<file path="src/rtl/acc_diff_pkg.sv">
// Shared types and constants for the accumulator-difference block.
package acc_diff_pkg;

    localparam int unsigned DATA_W = 8;

    // Whether a reference (previous) total is held for differencing.
    typedef enum logic {
        IDLE   = 1'b0,
        PRIMED = 1'b1
    } diff_state_t;

    typedef logic [DATA_W-1:0] diff_word_t;

endpackage

</file>
<file path="src/rtl/acc_diff_skid.sv">
// Generic 1-entry valid/ready skid buffer. in_ready is a register output,
// so there is no combinational path from out_ready back to in_ready.
module acc_diff_skid #(
    parameter int unsigned W = 8
) (
    input  logic         clk,
    input  logic         rst,
    input  logic         in_valid,
    output logic         in_ready,
    input  logic [W-1:0] in_data,
    output logic         out_valid_c,
    input  logic         out_ready,
    output logic [W-1:0] out_data_c
);

    logic         empty_q;
    logic         empty_d;
    logic [W-1:0] data_q;
    logic [W-1:0] data_d;

    assign in_ready    = empty_q;
    assign out_valid_c = !empty_q || in_valid;
    assign out_data_c  = empty_q ? in_data : data_q;

    // Capture an incoming word when downstream stalls; drain when it frees up.
    always_comb begin
        empty_d = empty_q;
        data_d  = data_q;
        if (empty_q) begin
            if (in_valid && !out_ready) begin
                data_d  = in_data;
                empty_d = 1'b0;
            end
        end else if (out_ready) begin
            empty_d = 1'b1;
        end
    end

    // Skid storage registers.
    always_ff @(posedge clk) begin
        if (rst) begin
            empty_q <= 1'b1;
            data_q  <= '0;
        end else begin
            empty_q <= empty_d;
            data_q  <= data_d;
        end
    end

endmodule

</file>
<file path="src/rtl/acc_diff.sv">
// Recovers per-sample increments from a stream of accumulated totals:
// out[n] = in[n] - in[n-1] (mod 2^DATA_W), with in[-1] = 0.
// Optional macro ACC_DIFF_SKID_EN inserts a 1-entry skid buffer so that
// in_ready is registered instead of a pass-through of out_ready.
module acc_diff
    import acc_diff_pkg::*;
#(
    parameter int unsigned DATA_W = acc_diff_pkg::DATA_W
) (
    input  logic              clk_sys,
    input  logic              rst_sys,
    input  logic              clear,
    input  logic              in_valid,
    output logic              in_ready,
    input  logic [DATA_W-1:0] in_data,
    output logic              out_valid,
    input  logic              out_ready,
    output logic [DATA_W-1:0] out_data,
    output logic              out_first
);

    // Difference-stage input side (either raw input or skid output).
    logic              s_valid;
    logic              s_ready;
    logic [DATA_W-1:0] s_data;
    logic              accept;

    diff_state_t       state_q;
    diff_state_t       state_d;
    diff_state_t       cur_state;
    logic [DATA_W-1:0] prev_q;
    logic [DATA_W-1:0] prev_d;
    logic              out_valid_q;
    logic              out_valid_d;
    logic [DATA_W-1:0] out_data_q;
    logic [DATA_W-1:0] out_data_d;
    logic              out_first_q;
    logic              out_first_d;

    // The output register can take a new word when empty or being drained.
    assign s_ready = !out_valid_q || out_ready;
    assign accept  = s_valid && s_ready;

`ifdef ACC_DIFF_SKID_EN
    logic skid_in_ready;

    acc_diff_skid #(
        .W (DATA_W)
    ) u_skid (
        .clk         (clk_sys),
        .rst         (rst_sys),
        .in_valid    (in_valid),
        .in_ready    (skid_in_ready),
        .in_data     (in_data),
        .out_valid_c (s_valid),
        .out_ready   (s_ready),
        .out_data_c  (s_data)
    );

    assign in_ready = skid_in_ready && !rst_sys;
`else
    assign s_valid  = in_valid;
    assign s_data   = in_data;
    assign in_ready = s_ready && !rst_sys;
`endif

    // Next-state, reference tracking and output register load.
    always_comb begin
        state_d     = state_q;
        prev_d      = prev_q;
        out_valid_d = out_valid_q;
        out_data_d  = out_data_q;
        out_first_d = out_first_q;
        cur_state   = state_q;

        if (out_valid_q && out_ready) begin
            out_valid_d = 1'b0;
        end

        // A clear in the same cycle as an accept makes that sample the first.
        if (clear) begin
            cur_state = IDLE;
            state_d   = IDLE;
            prev_d    = '0;
        end

        if (accept) begin
            out_valid_d = 1'b1;
            prev_d      = s_data;
            state_d     = PRIMED;
            case (cur_state)
                IDLE: begin
                    out_data_d  = s_data;
                    out_first_d = 1'b1;
                end
                PRIMED: begin
                    out_data_d  = DATA_W'(s_data - prev_q);
                    out_first_d = 1'b0;
                end
                default: begin
                    out_data_d  = s_data;
                    out_first_d = 1'b1;
                end
            endcase
        end
    end

    // State, reference and output registers.
    always_ff @(posedge clk_sys) begin
        if (rst_sys) begin
            state_q     <= IDLE;
            prev_q      <= '0;
            out_valid_q <= 1'b0;
            out_data_q  <= '0;
            out_first_q <= 1'b0;
        end else begin
            state_q     <= state_d;
            prev_q      <= prev_d;
            out_valid_q <= out_valid_d;
            out_data_q  <= out_data_d;
            out_first_q <= out_first_d;
        end
    end

    assign out_valid = out_valid_q;
    assign out_data  = out_data_q;
    assign out_first = out_first_q;

endmodule

</file>
<file path="config.mk">
export PLATFORM = sky130hd
export DESIGN_NAME = acc_diff
export DESIGN_NICKNAME = d
export VERILOG_FILES = /design/src/rtl/acc_diff_pkg.sv /design/src/rtl/acc_diff_skid.sv /design/src/rtl/acc_diff.sv
export SDC_FILE = /design/constraint.sdc
export NUM_CORES = 1
export LEC_CHECK = 0
export ABC_CLOCK_PERIOD_IN_PS = 2200
export CAP_MARGIN = 20
export CORE_UTILIZATION = 47
export CTS_BUF_LIST = sky130_fd_sc_hd__clkbuf_8
export DETAILED_ROUTE_END_ITERATION = 10
export PLACE_DENSITY = 0.76
export SLEW_MARGIN = 0
export SYNTH_ARGS = -nofsm -noshare
export SYNTH_HDL_FRONTEND = slang
export SYNTH_SLANG_ARGS = --single-unit
</file>
<file path="constraint.sdc">
create_clock -name clk_sys -period 2.2 [get_ports clk_sys]
set_input_delay 0.44 -clock clk_sys [delete_from_list [all_inputs] [get_ports clk_sys]]
set_output_delay 0.44 -clock clk_sys [all_outputs]
set_load 0.05 [all_outputs]
</file>
# Word-level counts from Yosys, hierarchy flattened
# Index checks and enable logic that the tools add are counted.
# W data, S select, Z words.
word_totals:
  romBits: 0
  mem_bits_rw: 0
  word_cells: 23
  memories: 0
  out_inout_bits: 11
  latchBits: 0
  inputBits: 13
  regBits: 19
classes:
  order_cmp: 0
  n_div: 0
  reduce_logical: 8
  n_addsub: 1
  n_mux: 8
  eq_ne: 0
  mul: 0
  bitwise_logic: 1
  shift: 0
ops:
  columns: ["op", "count"]
  rows:
  - ["$mux W8", 2]
  - ["$pmux W8 S2", 1]
  - ["$sub A8 B8 Y8", 1]
  - ["$mux W1", 4]
  - ["$reduce_bool A2 Y1", 2]
  - ["$logic_and A1 B1 Y1", 3]
  - ["$logic_not A1 Y1", 2]
  - ["$pmux W1 S2", 1]
  - ["$logic_or A1 B1 Y1", 1]
  - ["$not A1 Y1", 1]

# Longest topological paths before layout
# Gate-level depths: netlist of the first run.
logic_depth:
  depth_word: 4
  mapped_depth: 9
  depth_no_buf: 9

# Least setup slack after synthesis of the first run
# Ideal clock, no wire load.
synth_timing:
  path_type: "in2reg"
  from: "in in_data[0]"
  to: "reg out_data_q[6], in the netlist out_data[6]"
  arrival_ns: 1.993
  stages: 9
  t_required_ns: 2.088
  path_slack_ns: 0.095
  path_buffers: 0
  setup_time_ns: 0.112
  path_cell_list: "inv_1 > ha_1 > inv_1 > fa_1 > a21oi_1 > nor2_1 > a2111oi_2 > xor2_1 > a2111oi_1"
synth_via:
  elab_chain_len: 2
synth_lines:
  columns: ["element", "line_no", "source"]
  rows:
  - ["from (decl)", "acc_diff.sv:15", "input logic [DATA_W-1:0] in_data,"]
  - ["$sub A8 B8 Y8", "acc_diff.sv:97", "out_data_d = DATA_W'(s_data - prev_q);"]
  - ["$pmux W8 S2", "acc_diff.sv:91", "case (cur_state)"]
  - ["to (signal assigned)", "acc_diff.sv:120", "out_data_q <= out_data_d;"]
  - ["to (decl)", "acc_diff.sv:35", "logic [DATA_W-1:0] out_data_q;"]
# No other way between the ends.
# A chain may end at the register's enable or synchronous reset.

# Worst setup path in the final report of the first run
layout_timing:
  from: "in in_data[2]"
  to: "reg out_data_q[5], in the netlist out_data[5]"
# The elaborated chain is that of the path after synthesis.

==> metrics.md, run 1 <==
| Metric | Value |
|---|---|
| IO Pins | `24` |
| Vias | `1,139` |
| Clk root buf | `clkbuf_8` |
| Asr flop ratio synth | `0%` |
| Layout cells sized above 1 | `between 20 and 25%` |
| Maxcap violations | `0` |
| Leakage power | `~0.63 nW` |
| Synth Area in Compound Gates | `roughly a fifth` |
| Setup tns final | `0 ns` |
| Warnings, synthesis | `0` |
| Initial DRT Pass Iterations | `4` |
| Largest net degree at the start of global routing | `22` |
| Max-slew violations | `0` |
| Syn Nets | `160` |
| Area delta synth->final | `43.2%` |
| Top-area cell type share of the netlist area | `between 30% and 40%` |
| Endpoint class of the critical path | `flip-flop` |
| Cells after Synth | `139` |
| Final worst path period need | `about 2.1 ns` |
| Clk_skew | `between 0.003 and 0.004 ns` |
| CTS tree | `built` |
| Die area | `approximately 0.0025 sq mm` |
| H-tree levels | `1` |
| Mapped Area | `0.00110 sq mm` |
| Overflow after GRT | `0` |
| GRT Total Usage | `25.0%` |
| Initial Util | `about half` |
| Largest family of logic cells by synthesized area | `simple AND/OR/NAND/NOR gates` |
| Ys flop type | `dfxtp_1` |
| Synth Area in XOR/XNOR | `approximately 4%` |
| Detailed Route WL | `about 2800 microns` |
| Post-synth top cells | `19 x dfxtp_1, 18 x nor2_1, 17 x nand2_1` |
| DR DRC count | `0` |
| Critical Path RT | `about 2.4 ns` |
| Hold Crit Class | `reg2reg` |
| Initial DRC count | `11` |
| Die width | `50.4 microns` |
| RSZ-0062 raised after global routing | `no` |
| Run status | `complete, no violations` |
| Most instantiated library cell after synthesis | `dfxtp_1` |
| Reg clk slew, reported paths | `about 0.080 ns` |
| Post-DRT Antenna Nets | `0` |
| Type of the worst setup path | `in2reg` |
| Yosys top cell by area | `dfxtp_1` |
| Crit path DAT | `around 2.3 ns` |
| Final core utilization | `between 70% and 80%` |
| Netlist cell types | `31` |
| Maximum clock path buffer count | `2` |
| DR WL/cell | `roughly 13 microns` |
| Initial antenna violation count | `0` |
| Sequential fraction of the synthesis area | `34.5%` |
| Antenna Diode Count | `0` |
| Core ar. | `0.00221 sq mm` |
| HPWL after DPL | `a little under 2000 microns` |
| Die Height | `between 50 and 60 microns` |
| EDFF count, synth | `0` |
| Vias in the first global route | `approximately 1.1k` |
| Skew-Pair Late Insertion Delay | `approximately 0.26 ns` |
| Peak VDD IR | `0.397 mV` |
| # clock sinks | `19` |
| Placer Congestion | `0.854` |
| Synth Area per Inst | `roughly 8 sq um` |
| Buffers on Ports | `23` |
| # fillers | `184` |
| Relative slew margins | `66.1%` |
| Num CTS Buffers | `3` |
| Mux contribution to synthesized area | `0%` |
| Site Rows | `17` |
| First-pass GRT wire length | `4790 microns` |
| CP Launch Type | `input port` |
| Simple-gate share of the synthesized area | `25.8%` |
| Final period util | `approximately 96%` |
| Final setup violating endpoints | `0` |
| Fmax achieved | `474 MHz` |
| Layout Nets | `~200` |
| Worst Tran Pin Value | `around 0.5 ns` |
| Critical-path maximum fanout | `4` |
| Vias per Instance | `around 5.4` |
| Seq cells post-synth | `19` |
| Post-Synth Adder-Cell Area | `9.76%` |
| Dominant cells by area after synthesis | `dfxtp_1 35%, ha_1 7.9%, a21oi_1 6.4%` |
| Cell Pwr Density | `~600 mW/mm^2` |
| Final hold violation count | `0` |
[kinds of logic (layout without fill, tap and decap cells)]
family | Yosys count | after routing
buffers and inverters | 15 | 58
XOR/XNOR | 5 | 5
AND/OR/NAND/NOR | 60 | 60
AO/OA/AOI/OAI | 32 | 32
flip-flops | 19 | 19
adder cells (fa/ha/maj) | 8 | 8
[per-stage QoR]
step	setup slack, ns	cells	cell area (sq um)	hold WS (ns)	power, mW
after floorplan	0.0948	139	1100	0.467	0.568
after global placement	-0.427	203	1490	0.443	0.683
after detailed placement	-0.481	203	1490	0.452	0.688
after CTS	0.0300	210	1580	0.466	0.952
after global routing	0.0215	210	1580	0.489	0.995
final	0.0897	210	1580	0.465	0.951
[critical path, cell delays in order]
cell	delay [ns]
clkdlybuf4s50_1	0.42
ha_1	0.38
o2111a_1	0.19
a2111oi_2	0.36
xor2_1	0.11
a2111oi_1	0.36
[power breakdown]
part / leakage [nW] / total (mW) / switching (mW) / internal, mW
sequential: 0.157 / 0.378 / 0.0108 / 0.367
clock: 0.0255 / 0.256 / 0.129 / 0.126
combinational: 0.452 / 0.317 / 0.176 / 0.142
total: 0.635 / 0.951 / 0.316 / 0.635
[placed cells by master (no fill, tap or decap), types with 2 or more instances in the layout]
master           netlist  final
a2111oi_1              2      2
a2111oi_2              2      2
a211oi_1               4      4
a21oi_1               14     13
and3_2                 2      2
buf_4                  0     22
clkbuf_8               0      3
clkdlybuf4s50_1        0     20
dfxtp_1               19     19
ha_1                   7      5
inv_1                  9      9
nand2_1               17     17
nand2b_1               3      3
nand3_1                2      2
nand3b_1               2      2
nor2_1                18     17
nor2b_1                3      3
nor3_1                 5      5
o21ai_0                2      2
or3_1                  7      7
xor2_1                 4      4
[registers in the layout, summed over array words and instances, names as in the netlist]
register   flops
prev_q         8
out_first      1
out_valid      1
state_q        1
out_data       8
[metal layers]
metal / part of all wire [%] / vias up / track usage, %
met5: 0 / - / 0
met1: 48 / 540 / 31.3
met3: 3.9 / 5 / 3.33
met2: 47 / 26 / 42.9
li1: - / 568 / -
met4: 1.7 / 0 / 10.2
[worst paths after layout]
kind                            startpoint                        to  slack (ns)  cells after the start
setup / recovery                in_data[2]  out_data[5]$_SDFFE_PP0P_        0.09                      6
hold / removal    out_data[2]$_SDFFE_PP0P_  out_data[2]$_SDFFE_PP0P_        0.46                      2
setup reg to reg    prev_q[0]$_SDFFE_PP0P_  out_data[6]$_SDFFE_PP0P_        0.19                      8
hold reg to reg   out_data[2]$_SDFFE_PP0P_  out_data[2]$_SDFFE_PP0P_        0.46                      2
[area by class of cell]
cell class	instances	area, sq um	area share [%]
clock buffers	3	41.3	2.61
inverters	9	33.8	2.14
multi-input cells	105	684	43.3
repair buffers	45	399	25.3
flip-flops and latches	19	380	24.1
clock inverters	1	5.00	0.317
well taps	28	35.0	2.22
[repair_timing]
item | 4_1_cts | 5_1_grt
endpoints found under the hold margin | 0 | 0
gates resized for setup | 6 | 3
hold buffers | 0 | 0
endpoints found under the setup margin | 2 | 1
buffers inserted | 3 | 0
pin swaps | 5 | 7
Power figures use the tool's default switching activity.
==> run 2: changes to the inputs <==
Settings changed: ABC_CLOCK_PERIOD_IN_PS 2200 to 2400, CORE_UTILIZATION 47 to 52, PLACE_DENSITY 0.76 to 0.8.
Clock period 2.2 ns to 2.4 ns, I/O delays scaled along.
==> run 2 against run 1 <==
Sequential power fell by 8.2%. Critical endpoint is now out_data[6]$_SDFFE_PP0P_. Power down 10%. Largest power group unchanged. Wire length is 4.7% lower.
==> metrics.md, run 2 (synthesis results as in run 1) <==
| Metric | Value |
|---|---|
| Run status | `complete, no violations` |
| Max-slew violations | `0 (unchanged)` |
| Vias in the first global route | `976 (-12%)` |
| H-tree levels | `1 (unchanged)` |
| Placed cell area | `0.00145 sq mm (-2.6%)` |
| # clock sinks | `19 (unchanged)` |
| CP Launch Point | `in_data[3]` |
| Layout cells sized above 1 | `14.4% (-6.0 points)` |
| CTS tree | `built` |
| Clk root buf | `clkbuf_8` |
| Final setup violating endpoints | `0 (unchanged)` |
| WHS | `0.458 ns (-0.00672 ns)` |
| Critical Path RT | `2.55 ns (+0.19 ns)` |
| Vias per Instance | `5.49 (+1.3%)` |
| First-pass GRT wire length | `4150 microns (-13%)` |
| Layout Nets | `196 (-3.9%)` |
| Setup tns final | `0 ns (unchanged)` |
| Reg-to-Reg Start | `prev_q[0]$_SDFFE_PP0P_` |
| Worst path cell trace | `clkdlybuf4s50_1 -> ha_1 -> buf_4 -> nand3_1 -> nor2_1 -> a2111oi_2 -> xor2_1 -> a2111oi_1` |
| Die area | `0.00231 sq mm (-9.3%)` |
| Endpoint class of the critical path | `flip-flop` |
| Initial antenna violation count | `0 (unchanged)` |
| Core ar. | `0.00198 sq mm (-10%)` |
| Overflow after GRT | `0 (unchanged)` |
| Vias | `1,104 (-3.1%)` |
| Hold Crit Class | `reg2reg` |
| Largest net degree at the start of global routing | `22 (unchanged)` |
| Peak VDD IR | `0.409 mV (+3.2%)` |
| Buffers on Ports | `23 (unchanged)` |
| Maximum clock path buffer count | `2 (unchanged)` |
| Final worst path period need | `about 2.2 ns` |
| IO Pins | `24 (unchanged)` |
| Worst R2R Setup Slack | `0.37 ns (+0.18 ns)` |
| Maxcap violations | `0 (unchanged)` |
| CP Launch Type | `input port` |
| Post-DRT Antenna Nets | `0 (unchanged)` |
| Area delta synth->final | `38.3%` |
| DR WL/cell | `13.4 microns (-0.43%)` |
| Crit path DAT | `2.33 ns (+0.06 ns)` |
| Type of the worst setup path | `in2reg` |
| Antenna Diode Count | `0 (unchanged)` |
| Skew-Pair Late Insertion Delay | `0.26 ns (about the same)` |
| Die Height | `48.0 microns (-4.7%)` |
| Cell family with most CP delay | `compound AO/OA/AOI/OAI gates` |
| Initial DRC count | `10 (-1)` |
| RSZ-0062 raised after global routing | `no` |
| CP peak stage delay | `0.43 ns (about the same)` |
| Site Rows | `16 (-1)` |
| Hold path startpoint | `out_data[2]$_SDFFE_PP0P_` |
| Post-CTS setup buffer count | `0 (-3)` |
| Design Area, Final | `0.00152 sq mm (-3.5%)` |
| R2R cell count | `8 (unchanged)` |
| Clk_skew | `0.00253 ns (-0.00104 ns)` |
| R2r endpoint | `out_data[6]$_SDFFE_PP0P_` |
| Fmax achieved | `459 MHz` |
| Initial Util | `55.6% (+5.8 points)` |
| Final hold violation count | `0 (unchanged)` |
| Initial DRT Pass Iterations | `4 (unchanged)` |
| Most common cell after layout, fill and taps aside | `clkdlybuf4s50_1` |
| Leakage power | `0.618 nW (-2.6%)` |
| Levels on crit path | `8 (+2)` |
| # hold bufs at CTS | `0 (unchanged)` |
| Die width | `48.0 microns (-4.7%)` |
| GRT Total Usage | `26.3% (+1.3 points)` |
| Placer Congestion | `0.869 (+1.8%)` |
| Tot Pwr | `0.852 mW (-10%)` |
| Final period util | `between 90% and 100%` |
| Num CTS Buffers | `3 (unchanged)` |
| Worst path buffer plus inverter count | `2 (+1)` |
| Cell Pwr Density | `559 mW/mm^2 (-7.2%)` |
| Detailed Route WL | `2700 microns (-4.7%)` |
| Worst Tran Pin Value | `0.509 ns (+0.00181 ns)` |
| Crit path max-delay cell type | `clkdlybuf4s50_1` |
| Relative slew margins | `66.0% (about the same)` |
| Critical-path maximum fanout | `5 (+1)` |
| Commonest cells after routing, fill and taps aside | `20 x clkdlybuf4s50_1, 19 x dfxtp_1, 18 x nor2_1` |
| Critical path destination | `out_data[6]$_SDFFE_PP0P_` |
| HPWL after DPL | `2000 microns (+1.1%)` |
| Reg clk slew, reported paths | `0.07 ns (about the same)` |
| DR DRC count | `0 (unchanged)` |
[run 2: how the worst min path moves through the flow]
stage                               end  slack [ns]  cells past startpoint
3_3_place_gp   out_data[2]$_SDFFE_PP0P_        0.44                      2
5_1_grt        out_data[2]$_SDFFE_PP0P_        0.48                      2
2_1_floorplan    prev_q[0]$_SDFFE_PP0P_        0.47                      2
3_5_place_dp   out_data[2]$_SDFFE_PP0P_        0.45                      2
6_report       out_data[2]$_SDFFE_PP0P_        0.46                      2
4_1_cts        out_data[2]$_SDFFE_PP0P_        0.46                      2
[run 2: power by group]
group | leakage, nW | switching, mW | internal [mW]
clock | 0.0255 | 0.111 | 0.116
combinational | 0.436 | 0.159 | 0.121
sequential | 0.157 | 0.00983 | 0.337
total | 0.618 | 0.279 | 0.573
[run 2: layer usage]
layer | GRT usage [%] | up-vias | share of wire [%] | wire [microns]
li1 | - | 552 | - | -
met1 | 30.9 | 511 | 42 | 1130
met2 | 44.9 | 34 | 52 | 1390
met3 | 4.91 | 7 | 4.6 | 123
met4 | 14.4 | 0 | 1.8 | 48
met5 | 0 | - | 0 | 0
[run 2: tightest hold or removal path, cell delays in order, from the launching register on]
cell and delay (ns):
dfxtp_1 0.32, nand2_1 0.05, a21oi_1 0.05
[run 2: cell type report]
type	instances	area [sq um]
Multi-Input combinational cell	105	679
Inverter	9	33.8
Clock buffer	3	41.3
Fill cell	147	458
Clock inverter	1	5.00
Timing Repair Buffer	37	350
Tap cell	27	33.8
Sequential cell	19	380
[run 2: what timing repair did]
action                                  4_1_cts  5_1_grt
hold endpoints to repair                      0        0
resized for setup                             3        2
endpoints found under the setup margin        2        2
cloned                                        0        0
pin swaps                                     2        5
[run 2: stage by stage]
step / instances / utilization, % / setup slack [ns]
after floorplan: 139 / - / 0.255
after global placement: 197 / 73.4 / -0.309
after detailed placement: 197 / 73.4 / -0.369
after CTS: 201 / 76.6 / 0.00583
after global routing: 201 / 76.9 / 0.0642
final: 201 / 76.9 / 0.220
==> run 3: changes to the inputs <==
Settings changed: RECOVER_POWER from default to 50, SLEW_MARGIN 0 to 20.
==> run 3 against run 2 <==
Power down 0.97%. Register-to-register slack about the same. Flip-flop and latch count unchanged. Clock power about the same. Count of clock-buffer cells in the layout unchanged. Die area unchanged. Wire length down 0.33%. Utilization down 1.0 points. First-iteration DRC count up 10%. Clock skew about the same. Critical endpoint is now prev_q[1]$_SDFFE_PP0P_. Highest routed layer unchanged.
==> metrics.md, run 3 (synthesis results as in run 1) <==
| Metric | Value |
|---|---|
| Run status | `complete, no violations` |
| Initial DRC count | `11 (+1)` |
| Post-CTS setup buffer count | `0 (unchanged)` |
| Worst Tran Pin Value | `0.895 ns (+0.386 ns)` |
| Num CTS Buffers | `3 (unchanged)` |
| Crit path DAT | `2.37 ns (+0.04 ns)` |
| Core ar. | `0.00198 sq mm (unchanged)` |
| Antenna Diode Count | `0 (unchanged)` |
| Reg area | `380 sq um (unchanged)` |
| Cell family with most CP delay | `simple AND/OR/NAND/NOR gates` |
| Type of the worst setup path | `in2reg` |
| Final worst path period need | `2.19 ns (+0.00633 ns)` |
| DR DRC count | `0 (unchanged)` |
| # fillers | `152 (+3.4%)` |
| Largest net degree at the start of global routing | `22 (unchanged)` |
| Initial DRT Pass Iterations | `4 (unchanged)` |
| GRT Total Usage | `26.3% (unchanged)` |
| Vias in the first global route | `976 (unchanged)` |
| Pre-CTS WS | `-0.369 ns (unchanged)` |
| CP peak stage delay | `0.56 ns (+0.13 ns)` |
| IO Pins | `24 (unchanged)` |
| DR WL/cell | `13.4 microns (-0.33%)` |
| Relative slew margins | `40.3% (-26 points)` |
| Leakage power | `0.622 nW (+0.55%)` |
| CP Launch Type | `input port` |
| Final period util | `91.1% (+0.26 points)` |
| First-pass GRT wire length | `4150 microns (unchanged)` |
| Initial Util | `55.6% (unchanged)` |
| Skew-Pair Late Insertion Delay | `0.26 ns (about the same)` |
| Layout Nets | `196 (unchanged)` |
| Setup tns final | `0 ns (unchanged)` |
| Critical-path maximum fanout | `14 (+9)` |
| Worst path buffer plus inverter count | `2 (unchanged)` |
| Overflow after GRT | `0 (unchanged)` |
| Clk_skew | `0.00245 ns (-0.0000820 ns)` |
| Final core utilization | `75.9% (-1.0 points)` |
| Clk root buf | `clkbuf_8` |
| Commonest cells after routing, fill and taps aside | `19 x dfxtp_1, 18 x nor2_1, 17 x nand2_1` |
| Maxcap violations | `0 (unchanged)` |
| # clock sinks | `19 (unchanged)` |
| Endpoint class of the critical path | `flip-flop` |
| Peak VDD IR | `0.402 mV (-1.8%)` |
| Initial antenna violation count | `0 (unchanged)` |
| Die Height | `48.0 microns (unchanged)` |
| Final WS setup | `0.213 ns (-0.00633 ns)` |
| Final setup violating endpoints | `0 (unchanged)` |
| Buffers on Ports | `23 (unchanged)` |
| Crit path max-delay cell type | `dlygate4sd3_1` |
| Worst path cell trace | `dlygate4sd3_1 -> nand2b_1 -> and2_0 -> buf_4 -> or3_1 -> a21oi_1` |
| Most common cell after layout, fill and taps aside | `dfxtp_1` |
| CTS tree | `built` |
| Layout cells sized above 1 | `13.2% (-1.1 points)` |
| Critical Path RT | `2.58 ns (+0.03 ns)` |
| Fmax achieved | `457 MHz (-0.29%)` |
| Site Rows | `16 (unchanged)` |
| H-tree levels | `1 (unchanged)` |
| Maximum clock path buffer count | `2 (unchanged)` |
| RSZ-0062 raised after global routing | `no` |
| Placer Congestion | `0.869 (unchanged)` |
| Die area | `0.00231 sq mm (unchanged)` |
| Cell Pwr Density | `561 mW/mm^2 (+0.35%)` |
| Detailed Route WL | `2690 microns (-0.33%)` |
| Vias per Instance | `5.49 (about the same)` |
| Area delta synth->final | `36.4%` |
| Final hold violation count | `0 (unchanged)` |
| Multi-input logic area | `679 sq um (unchanged)` |
| Die width | `48.0 microns (unchanged)` |
| HPWL after DPL | `2000 microns (unchanged)` |
| Vias | `1,103 (-0.091%)` |
| Reg clk slew, reported paths | `0.07 ns (about the same)` |
| Max-slew violations | `0 (unchanged)` |
| Hold Crit Class | `reg2reg` |
| WHS | `0.455 ns (-0.00350 ns)` |
| Worst R2R Setup Slack | `0.37 ns (about the same)` |
| Post-DRT Antenna Nets | `0 (unchanged)` |
run 3: what timing repair did:
| action | CTS | global route |
|---|---|---|
| cloned | 0 | 0 |
| gates resized for setup | 3 | 2 |
| endpoints found under the setup margin | 2 | 2 |
| hold buffers | 0 | 0 |
| pin swaps | 2 | 5 |
run 3: where the power goes:
part	internal [mW]	switching, mW	total (mW)
Combinational	0.112	0.158	0.271
Sequential	0.337	0.00938	0.346
Clock	0.116	0.112	0.227
Total	0.565	0.279	0.844
run 3: worst register-to-register path: cells and delay by family (launching register included):
family,cells,cell delay (ns)
AO/OA/AOI/OAI,3,0.83
XOR/XNOR,1,0.11
adder cells (fa/ha/maj),2,0.52
buffers and inverters,1,0.05
flip-flops,1,0.33
AND/OR/NAND/NOR,1,0.07
run 3: worst paths after layout:
check,start,to,cells after the start
setup / recovery,out_ready,prev_q[1]$_SDFFE_PP0P_,6
hold reg to reg,out_data[2]$_SDFFE_PP0P_,out_data[2]$_SDFFE_PP0P_,2
setup reg to reg,prev_q[0]$_SDFFE_PP0P_,out_data[6]$_SDFFE_PP0P_,8
hold / removal,out_data[2]$_SDFFE_PP0P_,out_data[2]$_SDFFE_PP0P_,2
run 3: layout make-up:
type | instances | share of cell area [%]
inverter | 9 | 2.25
multi-input combinational | 105 | 45.2
tap | 27 | 2.25
clock inverter | 1 | 0.333
clock buffer | 3 | 2.75
timing repair buffer | 37 | 22.0
sequential | 19 | 25.3
run 3: routing by layer:
metal  vias up  wire (microns)  track usage (%)
li1        552               -                -
met1       508            1130             30.9
met2        36            1390             44.9
met3         7             122             4.91
met4         0              48             14.4
met5         -               0                0
run 3: stage by stage:
step / instance area, sq um / total power [mW] / instances
2_1_floorplan: 1100 / 0.521 / 139
3_3_place_gp: 1450 / 0.616 / 197
5_1_grt: 1500 / 0.888 / 201
3_5_place_dp: 1450 / 0.626 / 197
4_1_cts: 1520 / 0.856 / 201
6_report: 1500 / 0.844 / 201
==> RTL edit: new RTL, config.mk and constraints of run 2 <==
Add a define of `ACC_DIFF_SKID_EN`.
--- a/src/rtl/acc_diff.sv
+++ b/src/rtl/acc_diff.sv
@@ -4,2 +4,4 @@
 // in_ready is registered instead of a pass-through of out_ready.
+`define ACC_DIFF_SKID_EN
+
 module acc_diff
Function: changed (a bounded check fails within 4 cycles, from zero or initial values and one cycle with rst_sys high).
==> RTL edit against run 2 <==
- sequential cell count grew 9
- register-to-register slack lost 0.30 ns
- synthesized area grew 37%
- power grew 42%
- clock skew is essentially flat
- highest routed layer unchanged
- routed wire length grew 45%
- global-route usage shrank 0.48 points
- final area grew 30%
- worst setup slack lost 0.15 ns
- clock power grew 65%
==> RTL edit: results (changes against run 2) <==
| Stage | Parameter | Value | Change |
|---|---|---|---|
| run status | Status | finished, final reports clean | unchanged |
| logic synthesis | Synthesized net count | 209 | was 160 |
| logic synthesis | Compound-cell area share of the yosys netlist | 19.3% | was 20.4% |
| drt | Total detailed-routing wirelength | 3910 microns | was 2700 microns |
| worst setup path | Maximum fanout encountered on the critical timing path | 2 | was 5 |
| placement | Worst-case setup slack after placement | -0.448 ns | was -0.369 ns |
| timing | Max Clock Skew | 0.00268 ns | was 0.00253 ns |
| min path | Worst Hold Launch | u_skid.data_q[6] | was out_data[2] |
| logic synthesis | Count of cell types in the netlist | 32 | was 31 |
| logic synthesis | Most instantiated cells after synthesis | 32 x sky130_fd_sc_hd__nand2_1, 28 x sky130_fd_sc_hd__dfxtp_1, 25 x sky130_fd_sc_hd__a21oi_1 | was 19 x sky130_fd_sc_hd__dfxtp_1, 18 x sky130_fd_sc_hd__nor2_1, 17 x sky130_fd_sc_hd__nand2_1 |
| clock tree | Clock insertion delay at the later pin of the skew report | 0.28 ns | was 0.26 ns |
| logic synthesis | Sequential share of the synthesized area | 37.1% | was 34.5% |
| layout | Number of filler cells placed in the layout | 211 | was 147 |
| drt | Ratio of routed vias to standard cells | 5.82 | was 5.49 |
| logic synthesis | Area share of fa/ha/maj cells after synthesis | 7.95% | was 9.76% |
| placement | Number of cells after detailed placement | 248 | was 197 |
| logic synthesis | Average cell area after synthesis | 8.08 sq um | was 7.93 sq um |
| timing | Rel. slew slack | 40.1% | was 66.0% |
| placement | Placer congestion estimate | 0.865 | was 0.869 |
| logic synthesis | Post-synthesis share of cell area spent on xor and xnor gates | 2.32% | was 3.97% |
| layout | Multi-input gate area | 883 sq um | was 679 sq um |
| placement | Placed cell areas | 1870 sq um | was 1450 sq um |
| layout | NumNets Final | 247 | was 196 |
| grt | Global-route total usage across every layer | 25.8% | was 26.3% |
| pwr | Maximum vdd ir drop | 0.489 mV | was 0.409 mV |
| placement | Detail Placement HPWL | 2950 microns | was 2000 microns |
| drt | Starting DRT DRC Count | 105 | was 10 |
| timing | Post-route setup slack | 0.0668 ns | was 0.220 ns |
| grt | Maximum number of pins on one net before global-route repair | 17 | was 22 |
| logic synthesis | Multiplexer share of the synthesized area | 6.88% | was 0% |
| worst setup path | Worst reg2reg startpoint | u_skid.in_ready | was prev_q[0] |
| worst setup path | Worst setup startpoint | in_data[2] | was in_data[3] |
## RTL edit: cell count changes after synthesis, moves of 6 or more
cell / change
sky130_fd_sc_hd__nand2_1: +15
sky130_fd_sc_hd__a21oi_1: +11
sky130_fd_sc_hd__dfxtp_1: +9
sky130_fd_sc_hd__nand3_1: +7
sky130_fd_sc_hd__mux2_2: +6
sky130_fd_sc_hd__or3_1: -6
## RTL edit: layout make-up
class                      count  share of cell area [%]
inverter                      12                    2.27
sequential                    28                    28.3
tap                           31                    1.95
multi-input combinational    138                    44.5
clock inverter                 1                    1.51
clock buffer                   3                    2.08
timing repair buffer          42                    19.4
## RTL edit: critical path: cells and delay by family
| kind | cells | cell delay [ns] |
|---|---|---|
| compound gates | 3 | 0.65 |
| mux | 2 | 0.59 |
| fa+ha+maj | 1 | 0.30 |
| simple gates | 1 | 0.09 |
| buf+inv | 1 | 0.43 |
## RTL edit: final timing paths
path,to,cells past startpoint
worst max-delay path,out_data[6],8
worst max register to register,out_data[6],10
worst min register to register,u_skid.data_q[6],2
worst min-delay path,u_skid.data_q[6],2
## RTL edit: metal layers
| metal | routed length [microns] | share of wire, % | GRT usage (%) | up-vias |
|---|---|---|---|---|
| met2 | 1910 | 49 | 43.7 | 62 |
| met1 | 1650 | 42 | 30.3 | 695 |
| met4 | 119 | 3.0 | 15.3 | 0 |
| met3 | 228 | 5.8 | 5.12 | 13 |
| met5 | 0 | 0 | 0 | - |
| li1 | - | - | - | 715 |
## RTL edit: power by group
group,internal [W],switching [W]
combinational,0.000143,0.000187
sequential,0.000490,0.0000142
clock,0.000224,0.000148
## RTL edit: what timing repair did
item / CTS / global route
pin swaps: 5 / 5
buffers inserted: 1 / 2
setup endpoints to repair: 1 / 1
gates resized for setup: 2 / 8
